<file path="src/rtl/multicycle_control.sv">
// rtl/multicycle_control.sv - Moore control FSM for a multicycle MIPS-subset datapath
// Decodes datapath strobes from the state register; also flags illegal instructions and counts retirements.
module multicycle_control (
  input  logic        clk,
  input  logic        reset,
  input  logic [5:0]  opcode,
  input  logic [5:0]  funct,
  output logic [3:0]  aluControlOut,
  output logic        pcWrite,
  output logic        pcWriteCond,
  output logic        iorD,
  output logic        memRead,
  output logic        memWrite,
  output logic        irWrite,
  output logic        memToReg,
  output logic        regDst,
  output logic        regWrite,
  output logic        aluSrcA,
  output logic [1:0]  aluSrcB,
  output logic [1:0]  pcSource,
  output logic [3:0]  state,
  output logic        illegal,
  output logic [31:0] retired
);

  localparam logic [3:0] FETCH  = 4'd0;
  localparam logic [3:0] DECODE = 4'd1;
  localparam logic [3:0] MEMADR = 4'd2;
  localparam logic [3:0] MEMRD  = 4'd3;
  localparam logic [3:0] MEMWB  = 4'd4;
  localparam logic [3:0] MEMWR  = 4'd5;
  localparam logic [3:0] EXEC   = 4'd6;
  localparam logic [3:0] ALUWB  = 4'd7;
  localparam logic [3:0] BRANCH = 4'd8;
  localparam logic [3:0] ADDIEX = 4'd9;
  localparam logic [3:0] ADDIWB = 4'd10;
  localparam logic [3:0] JUMP   = 4'd11;

  localparam logic [5:0] OP_RTYPE = 6'h00;
  localparam logic [5:0] OP_J     = 6'h02;
  localparam logic [5:0] OP_BEQ   = 6'h04;
  localparam logic [5:0] OP_ADDI  = 6'h08;
  localparam logic [5:0] OP_LW    = 6'h23;
  localparam logic [5:0] OP_SW    = 6'h2B;

  localparam logic [3:0] ALU_AND = 4'b0000;
  localparam logic [3:0] ALU_OR  = 4'b0001;
  localparam logic [3:0] ALU_ADD = 4'b0010;
  localparam logic [3:0] ALU_SUB = 4'b0110;
  localparam logic [3:0] ALU_SLT = 4'b0111;

  logic [3:0] next_state;
  logic [5:0] opcode_q;
  logic [5:0] funct_q;
  logic       decode_illegal;
  logic       retire;

  // State register plus the side registers that must all clear together on reset
  always_ff @(posedge clk or posedge reset) begin
    if (reset) begin
      state    <= FETCH;
      opcode_q <= 6'h00;
      funct_q  <= 6'h00;
      illegal  <= 1'b0;
      retired  <= 32'd0;
    end else begin
      state   <= next_state;
      illegal <= decode_illegal;
      if (state == DECODE) begin
        opcode_q <= opcode;
        funct_q  <= funct;
      end
      if (retire)
        retired <= retired + 32'd1;
    end
  end

  always_comb begin
    next_state     = FETCH;
    decode_illegal = 1'b0;
    retire         = 1'b0;
    case (state)
      FETCH:  next_state = DECODE;
      DECODE: begin
        // Decoding looks at the live inputs; they are captured on this same edge
        case (opcode)
          OP_LW, OP_SW: next_state = MEMADR;
          OP_RTYPE: begin
            case (funct)
              6'h20, 6'h22, 6'h24, 6'h25, 6'h2A: next_state = EXEC;
              default: decode_illegal = 1'b1;
            endcase
          end
          OP_BEQ:  next_state = BRANCH;
          OP_ADDI: next_state = ADDIEX;
          OP_J:    next_state = JUMP;
          default: decode_illegal = 1'b1;
        endcase
      end
      MEMADR: next_state = (opcode_q == OP_LW) ? MEMRD : MEMWR;
      MEMRD:  next_state = MEMWB;
      EXEC:   next_state = ALUWB;
      ADDIEX: next_state = ADDIWB;
      MEMWB, MEMWR, ALUWB, BRANCH, ADDIWB, JUMP: retire = 1'b1;
      default: next_state = FETCH;
    endcase
  end

  always_comb begin
    aluControlOut = ALU_ADD;
    pcWrite       = 1'b0;
    pcWriteCond   = 1'b0;
    iorD          = 1'b0;
    memRead       = 1'b0;
    memWrite      = 1'b0;
    irWrite       = 1'b0;
    memToReg      = 1'b0;
    regDst        = 1'b0;
    regWrite      = 1'b0;
    aluSrcA       = 1'b0;
    aluSrcB       = 2'b00;
    pcSource      = 2'b00;
    case (state)
      FETCH: begin
        memRead = 1'b1;
        irWrite = 1'b1;
        aluSrcB = 2'b01;
        pcWrite = 1'b1;
      end
      DECODE: aluSrcB = 2'b11;
      MEMADR, ADDIEX: begin
        aluSrcA = 1'b1;
        aluSrcB = 2'b10;
      end
      MEMRD: begin
        iorD    = 1'b1;
        memRead = 1'b1;
      end
      MEMWB: begin
        memToReg = 1'b1;
        regWrite = 1'b1;
      end
      MEMWR: begin
        iorD     = 1'b1;
        memWrite = 1'b1;
      end
      EXEC: begin
        aluSrcA = 1'b1;
        case (funct_q)
          6'h22:   aluControlOut = ALU_SUB;
          6'h24:   aluControlOut = ALU_AND;
          6'h25:   aluControlOut = ALU_OR;
          6'h2A:   aluControlOut = ALU_SLT;
          default: aluControlOut = ALU_ADD;
        endcase
      end
      ALUWB: begin
        regDst   = 1'b1;
        regWrite = 1'b1;
      end
      BRANCH: begin
        aluSrcA       = 1'b1;
        aluControlOut = ALU_SUB;
        pcWriteCond   = 1'b1;
        pcSource      = 2'b01;
      end
      ADDIWB: regWrite = 1'b1;
      JUMP: begin
        pcWrite  = 1'b1;
        pcSource = 2'b10;
      end
      default: ;
    endcase
  end

endmodule

</file>
<file path="config.mk">
export PLATFORM = sky130hd
export DESIGN_NAME = multicycle_control
export DESIGN_NICKNAME = d
export VERILOG_FILES = /design/src/rtl/multicycle_control.sv
export SDC_FILE = /design/constraint.sdc
export NUM_CORES = 1
export LEC_CHECK = 0
export CAP_MARGIN = 20
export CORE_MARGIN = 4
export CORE_UTILIZATION = 50
export CTS_BUF_LIST = sky130_fd_sc_hd__clkbuf_4 sky130_fd_sc_hd__clkbuf_8
export CTS_CLUSTER_SIZE = 8
export DETAILED_ROUTE_END_ITERATION = 7
export PLACE_DENSITY = 0.85
export SYNTH_ARGS = -nofsm -noshare
export SYNTH_HDL_FRONTEND = slang
export SYNTH_SLANG_ARGS = --single-unit
</file>
<file path="constraint.sdc">
create_clock -name clk -period 2.4 [get_ports clk]
set_clock_uncertainty 0.15 [all_clocks]
set_input_delay 0.24 -clock clk [delete_from_list [all_inputs] [get_ports clk]]
set_output_delay 0.24 -clock clk [all_outputs]
set_load 0.03 [all_outputs]
</file>
==> run metrics, run 1 <==
CTS tree=yes; maximum vdd drop=0.000432 V; Max-cap violations=0; Crit Path Class=flip-flop to primary output; switching part of the total=37.7%; required time of the critical path=2.01 ns; # resized after CTS=6; Setup crit start=state[1]; max-slew violations=0; Post-synth EDFFs=0; Seq pwr share=41.5%; num ports=69; Pwr Density=803 mW/mm2; DP HPWL=4.33 mm; worst rel slew slack=62.5%; FILL cells=366; r2r startpoint=retired[3]; clock buffer depth=2; H-tree lvl count=2; fin crit share=94.8%; Netlist cell types=47; commonest register cell after synthesis=dfrtp_1; Worst EP arrival=1.89 ns; Starting DRT DRC Count=86; multiplexer area fraction after synthesis=6.27%; Post-Route WL=5.68 mm; setup bufs post-CTS=0; Tightest Hold Check Type=input pin to async pin; final sum of negative setup slack=0 ns; power share of the combinational group=40.8%; compound-gate portion of the synthesized area=5.17%; DR vias/cell=5.31; largest family of logic cells by synthesized area=simple AND/OR/NAND/NOR gates; Reg-to-Reg End=retired[23]; fmax=439 MHz; post-route insts no fill=375; RSZ-0062 raised after global routing=false; Placed Cells=367; P_sw=1.03 mW; Worst R2R Setup Slack=0.25 ns; Synth area leaders=dfrtp_1 (49%), xor2_1 (6.7%), xnor2_1 (5.3%); register area share after synthesis=49.2%; Setup-failing EPs final=0; Finished Cell Area=0.00340 mm2; initial antenna violation count=0; WL per Instance=15.1 um; Hold-fix buffers, CTS=0; Simple-Gate Fraction of Synth Area=23.1%; Synth Area in Adders=0.502%; CP Capture Point=irWrite; full die area=0.00618 mm2; cells after synthesis=228; post-placement cell area=0.00330 mm2; number of routed nets with antenna violations=0; PnR Total Power=2.73 mW; clock power share=17.7%; GRT Overall Usage=20.0%; leakage=1.56 nW; R2R cell count=5; Synth Register Bits=49; area leader, netlist=dfrtp_1; Syn Area/Cell=10.9 um2; WHS=0.162 ns; clock slew seen by the registers of the worst setup and hold paths=0.09 ns; first-pass GRT wire length=9.83 mm; Syn Nets=243; Netlist Area Pre-Place=0.00249 mm2; cts bufs inserted=5; core area=0.00479 mm2; status=completed; final hold violation count=0; Antenna Cells=0; vias in the first global route=2072; I/O Buffers=67; ratio of cells with drive above 1 in the final layout=17.2%; Pint=1.70 mW; synth warn=0; Worst Path Max Fanout=7; largest net degree at the start of global routing=29; Least-Margin Pin Slew=0.561 ns; Clock Sinks=49; DR vias=1993; clk_lat worst skew=0.30 ns; final net count=322; CP Launch Type=flip-flop; die height=78.6 um; clk root buf=clkbuf_8; XOR/XNOR Fraction of Synth Area=11.9%; Synth top area share=49.2%; drt first pass iters=4; Async SR Flop Fraction=100%; Rows=25; effective utilization at floorplan=52.1%; GR Overflow Total=0; DRC=0; gp weighted congestion=0.784; crit end category=primary output; synthesis-to-layout area growth=36.4%; Die X=78.6 um; Final Critical Period=2.28 ns
==> metal layers <==
| layer | track usage [%] | share of wire, % |
|---|---|---|
| met3 | 4.13 | 4.2 |
| met4 | 6.12 | 1.4 |
| met1 | 26.6 | 44 |
| met2 | 32.8 | 50 |
| met5 | 0 | 0 |
==> power by group through the flow <==
stage | Sequential, mW | Clock (mW) | Combinational [mW]
4_1_cts | 1.13 | 0.497 | 1.12
6_report | 1.13 | 0.482 | 1.11
3_3_place_gp | 1.13 | 0 | 1.11
3_5_place_dp | 1.14 | 0 | 1.14
5_1_grt | 1.16 | 0.532 | 1.18
2_1_floorplan | 1.22 | 0 | 0.617
==> placed cells by master, fill, tap and decap left out, drive strengths merged, types with 2 or more instances in the layout <==
master         Yosys  final
a21o               2      2
nor4b              2      2
inv                9      9
nor3b              4      4
buf                7     16
nand2b             3      3
o21ai              5      5
nor3              14     14
or2                2      2
xor2              19     19
dfrtp             49     49
mux2              13     13
dlymetal6s2s       0      6
nor4              12     12
nor2b              3      3
dlygate4sd2        0      6
clkbuf             2      5
and3               4      4
nand3             10     10
or3                2      2
clkinv             0      3
clkdlybuf4s50      0     53
nand2             17     17
nor2              11     11
and4               3      3
xnor2             15     15
nand4              6      6
o22ai              2      2
a21oi              3      3
==> logic make-up after synthesis <==
| kind of cell | count (synthesis) |
|---|---|
| adders and majority gates | 1 |
| AOI/OAI and AO/OA | 18 |
| buffers and inverters | 18 |
| xor gates and xnor gates | 34 |
| muxes | 14 |
| DFF | 49 |
| other | 1 |
| and+or+nand+nor | 93 |
==> cells in the mapped netlist (2+ instances only) <==
| library cell | n |
|---|---|
| nand2_1 | 17 |
| dfrtp_1 | 49 |
| clkbuf_1 | 2 |
| nor2b_1 | 3 |
| mux2_1 | 2 |
| nor4b_1 | 2 |
| or3_1 | 2 |
| and4_1 | 3 |
| a21oi_1 | 3 |
| and3_1 | 3 |
| nor3_1 | 13 |
| nor3b_1 | 4 |
| nand4_1 | 5 |
| nand3_1 | 9 |
| xnor2_1 | 15 |
| a21o_1 | 2 |
| xor2_1 | 19 |
| buf_4 | 4 |
| nand2b_1 | 2 |
| inv_1 | 8 |
| nor4_2 | 7 |
| nor2_1 | 11 |
| nor4_1 | 5 |
| o21ai_0 | 5 |
| mux2_2 | 11 |
==> metrics by stage <==
stage                     setup slack [ns]  utilization [%]
final                                0.124             71.1
after global routing               0.00887             71.1
after CTS                          0.00581             70.6
after detailed placement             0.159             68.9
after global placement               0.286             68.9
after floorplan                    0.00717                -
==> sequential cells by signal, indices dropped and copies added (netlist names) <==
signal    cells
opcode_q      6
retired      32
illegal       1
funct_q       6
state         4
==> worst max-delay path, cell delays in order (launching register included) <==
cell	delay, ns
dfrtp_1	0.41
buf_4	0.17
nor4_2	0.29
clkdlybuf4s50_1	0.72
==> how the worst min path moves through the flow <==
stage,to,slack (ns),cells past startpoint
CTS,retired[27],0.18,2
floorplan,funct_q[2],0.22,1
global route,retired[30],0.21,2
global placement,retired[31],0.31,1
detailed placement,retired[31],0.31,1
finish,retired[28],0.16,2
==> cell type report <==
type | count | area, um2 | share of cell area [%]
well taps | 67 | 83.8 | 2.47
multi-input cells | 161 | 1190 | 34.9
inverters | 9 | 33.8 | 0.993
clock buffers | 5 | 68.8 | 2.02
clock inverters | 3 | 22.5 | 0.662
flip-flops and latches | 49 | 1230 | 36.1
repair buffers | 81 | 778 | 22.9
No activity file was read; power rests on OpenSTA's default activity.
==> run 2, diff against run 1 <==
CORE_UTILIZATION = 45   (was 50)
PLACE_DENSITY = 0.81   (was 0.85)
clock period = 1.9 ns   (was 2.4 ns; I/O delays follow)
==> run metrics, run 2 (synthesized netlist as in run 1, its figures left out) <==
Seq pwr share=36.0% (-5.5 points); crit path cell chain=nor2b_4 > buf_6 > o22ai_4 > buf_12 > nand3_4 > buf_4 > or3_1 > xnor2_1; CTS tree=yes; largest net degree at the start of global routing=50 (+72%); maximum vdd drop=0.000745 V (+72%); DR vias=2223 (+12%); Reg-to-Reg End=retired[23]; post-route insts no fill=421 (+12%); Rows=26 (+4.0%); DP HPWL=4.61 mm (+6.4%); P_sw=1.46 mW (+42%); Finished Cell Area=0.00403 mm2 (+18%); cts bufs inserted=5 (unchanged); clock slew seen by the registers of the worst setup and hold paths=0.10 ns (about the same); Critical path buffers and inverters=3 (+1); CP Depth=8 (+5); num ports=69 (unchanged); CP max-delay cell=dfrtp_2; Worst R2R Setup Slack=0.003 ns (-0.25 ns); Final Critical Period=1.90 ns; DRC=0 (unchanged); synthesis-to-layout area growth=61.5%; setup ws final=0.00294 ns (-0.121 ns); WHS=0.0689 ns (-0.0932 ns); Worst EP arrival=1.96 ns (+0.07 ns); Setup-failing EPs final=0 (unchanged); gp weighted congestion=0.849 (+8.3%); leakage=1.87 nW (+20%); clock power share=19.1% (+1.4 points); Top delay family on crit path=simple AND/OR/NAND/NOR gates; ratio of cells with drive above 1 in the final layout=41.3% (+24 points); core area=0.00524 mm2 (+9.4%); R2R cell count=8 (+3); Clock Sinks=49 (unchanged); required time of the critical path=1.96 ns (-0.05 ns); GR Overflow Total=0 (unchanged); clk_lat worst skew=0.31 ns (about the same); Largest Register=retired; Max-cap violations=0 (unchanged); Pwr Density=986 mW/mm2 (+23%); Worst Path Max Fanout=5 (-2); post-placement cell area=0.00367 mm2 (+11%); Die X=82.4 um (+4.9%); CP Launch Type=flip-flop; post-layout util=76.9% (+5.8 points); DR vias/cell=5.28 (-0.65%); clock buffer depth=2 (unchanged); max reg flops=32 (unchanged); initial antenna violation count=0 (unchanged); r2r startpoint=state[1]; number of routed nets with antenna violations=0 (unchanged); first-pass GRT wire length=10.3 mm (+5.1%); H-tree lvl count=2 (unchanged); most common cell after layout, fill and taps aside=buf_4; vias in the first global route=2188 (+5.6%); max-slew violations=0 (unchanged); Placed Cells=404 (+10%); Post-Route WL=6.50 mm (+14%); die height=82.4 um (+4.9%); Hold-fix buffers, CTS=0 (unchanged); Antenna Cells=0 (unchanged); Crit Path Class=flip-flop to flip-flop; Tightest Hold Check Type=input pin to async pin; fmax=527 MHz; Starting DRT DRC Count=90 (+4.7%); power share of the combinational group=44.9% (+4.1 points); WL per Instance=15.4 um (+1.9%); full die area=0.00680 mm2 (+10%); most frequent cells in the layout=buf_4 (53), clkdlybuf4s50_1 (46), dfrtp_1 (34), xor2_1 (19); Largest regs=retired x32, funct_q x6, opcode_q x6; final net count=365 (+13%); fin crit share=99.8%; drt first pass iters=4 (unchanged); GRT Overall Usage=20.0% (about the same); Pint=2.51 mW (+48%); final hold violation count=0 (unchanged); clk root buf=clkbuf_8; I/O Buffers=67 (unchanged); crit-path max cell delay=0.44 ns (-0.28 ns); RSZ-0062 raised after global routing=true; effective utilization at floorplan=47.6% (-4.5 points); dpl ws=-0.182 ns (-0.340 ns); status=completed; crit end category=flip-flop; switching part of the total=36.8% (-0.91 points)
-- run 2: changes by cell type in the layout (fill, tap and decap cells not counted), moves of 4 or more --
cell and change:
buf_4 +37, dfrtp_1 -15, dfrtp_2 +15, buf_6 +13
nor4_4 +9, clkdlybuf4s50_1 -7, nor4_2 -6, buf_12 +4
dlymetal6s2s_1 -4, nor3_1 -4
-- run 2: repair_timing --
action                                  4_1_cts  5_1_grt
gates resized for setup                      17       34
pin swaps                                     3       19
buffers inserted                              3        6
gates cloned                                  1        0
endpoints found under the setup margin       21       23
-- run 2: layout make-up --
type | instances | area (um2)
Sequential cell | 49 | 1240
Fill cell | 349 | 1210
Tap cell | 70 | 87.6
Clock buffer | 5 | 68.8
Timing Repair Buffer | 123 | 1150
Clock inverter | 3 | 46.3
Multi-Input combinational cell | 162 | 1400
Inverter | 9 | 33.8
-- run 2: how the worst max path moves through the flow --
stage | slack [ns] | from | to
2_1_floorplan | -0.14 | state[0] | pcWrite
3_3_place_gp | -0.08 | opcode[5] | state[2]
3_5_place_dp | -0.18 | opcode[5] | state[2]
4_1_cts | -0.02 | state[0] | aluControlOut[1]
5_1_grt | -0.08 | state[0] | aluControlOut[0]
6_report | 0.003 | state[1] | retired[23]
-- run 2: tightest hold or removal path, stage by stage --
cell	delay, ns
clkdlybuf4s50_1	0.41
inv_2	0.07
buf_12	0.24
-- run 2: per-layer routing --
metal | GRT usage (%) | share of wire (%) | up-vias
li1 | - | - | 1046
met1 | 25.7 | 42 | 1101
met2 | 32.9 | 51 | 61
met3 | 3.90 | 4.0 | 15
met4 | 7.97 | 2.9 | 0
met5 | 0 | 0 | -
-- run 2: metrics by stage --
| stage | TNS (ns) | power (mW) |
|---|---|---|
| 4_1_cts | -0.0424 | 3.89 |
| 5_1_grt | -0.503 | 4.17 |
| 3_5_place_dp | -0.510 | 3.07 |
| 3_3_place_gp | -0.100 | 3.02 |
| 6_report | 0 | 3.97 |
| 2_1_floorplan | -0.192 | 2.39 |
-- run 2: power by group through the flow --
stage | clock network (mW) | registers (mW) | logic (mW)
after detailed placement | 0 | 1.42 | 1.65
after global routing | 0.821 | 1.46 | 1.89
after CTS | 0.776 | 1.41 | 1.71
final | 0.758 | 1.43 | 1.78
after global placement | 0 | 1.41 | 1.61
after floorplan | 0 | 1.55 | 0.843
==> run 3, diff against run 2 <==
SLEW_MARGIN = 20   (was default)
==> results of run 3 <==
The final DEF is identical to that of run 2; final timing and power are the same.
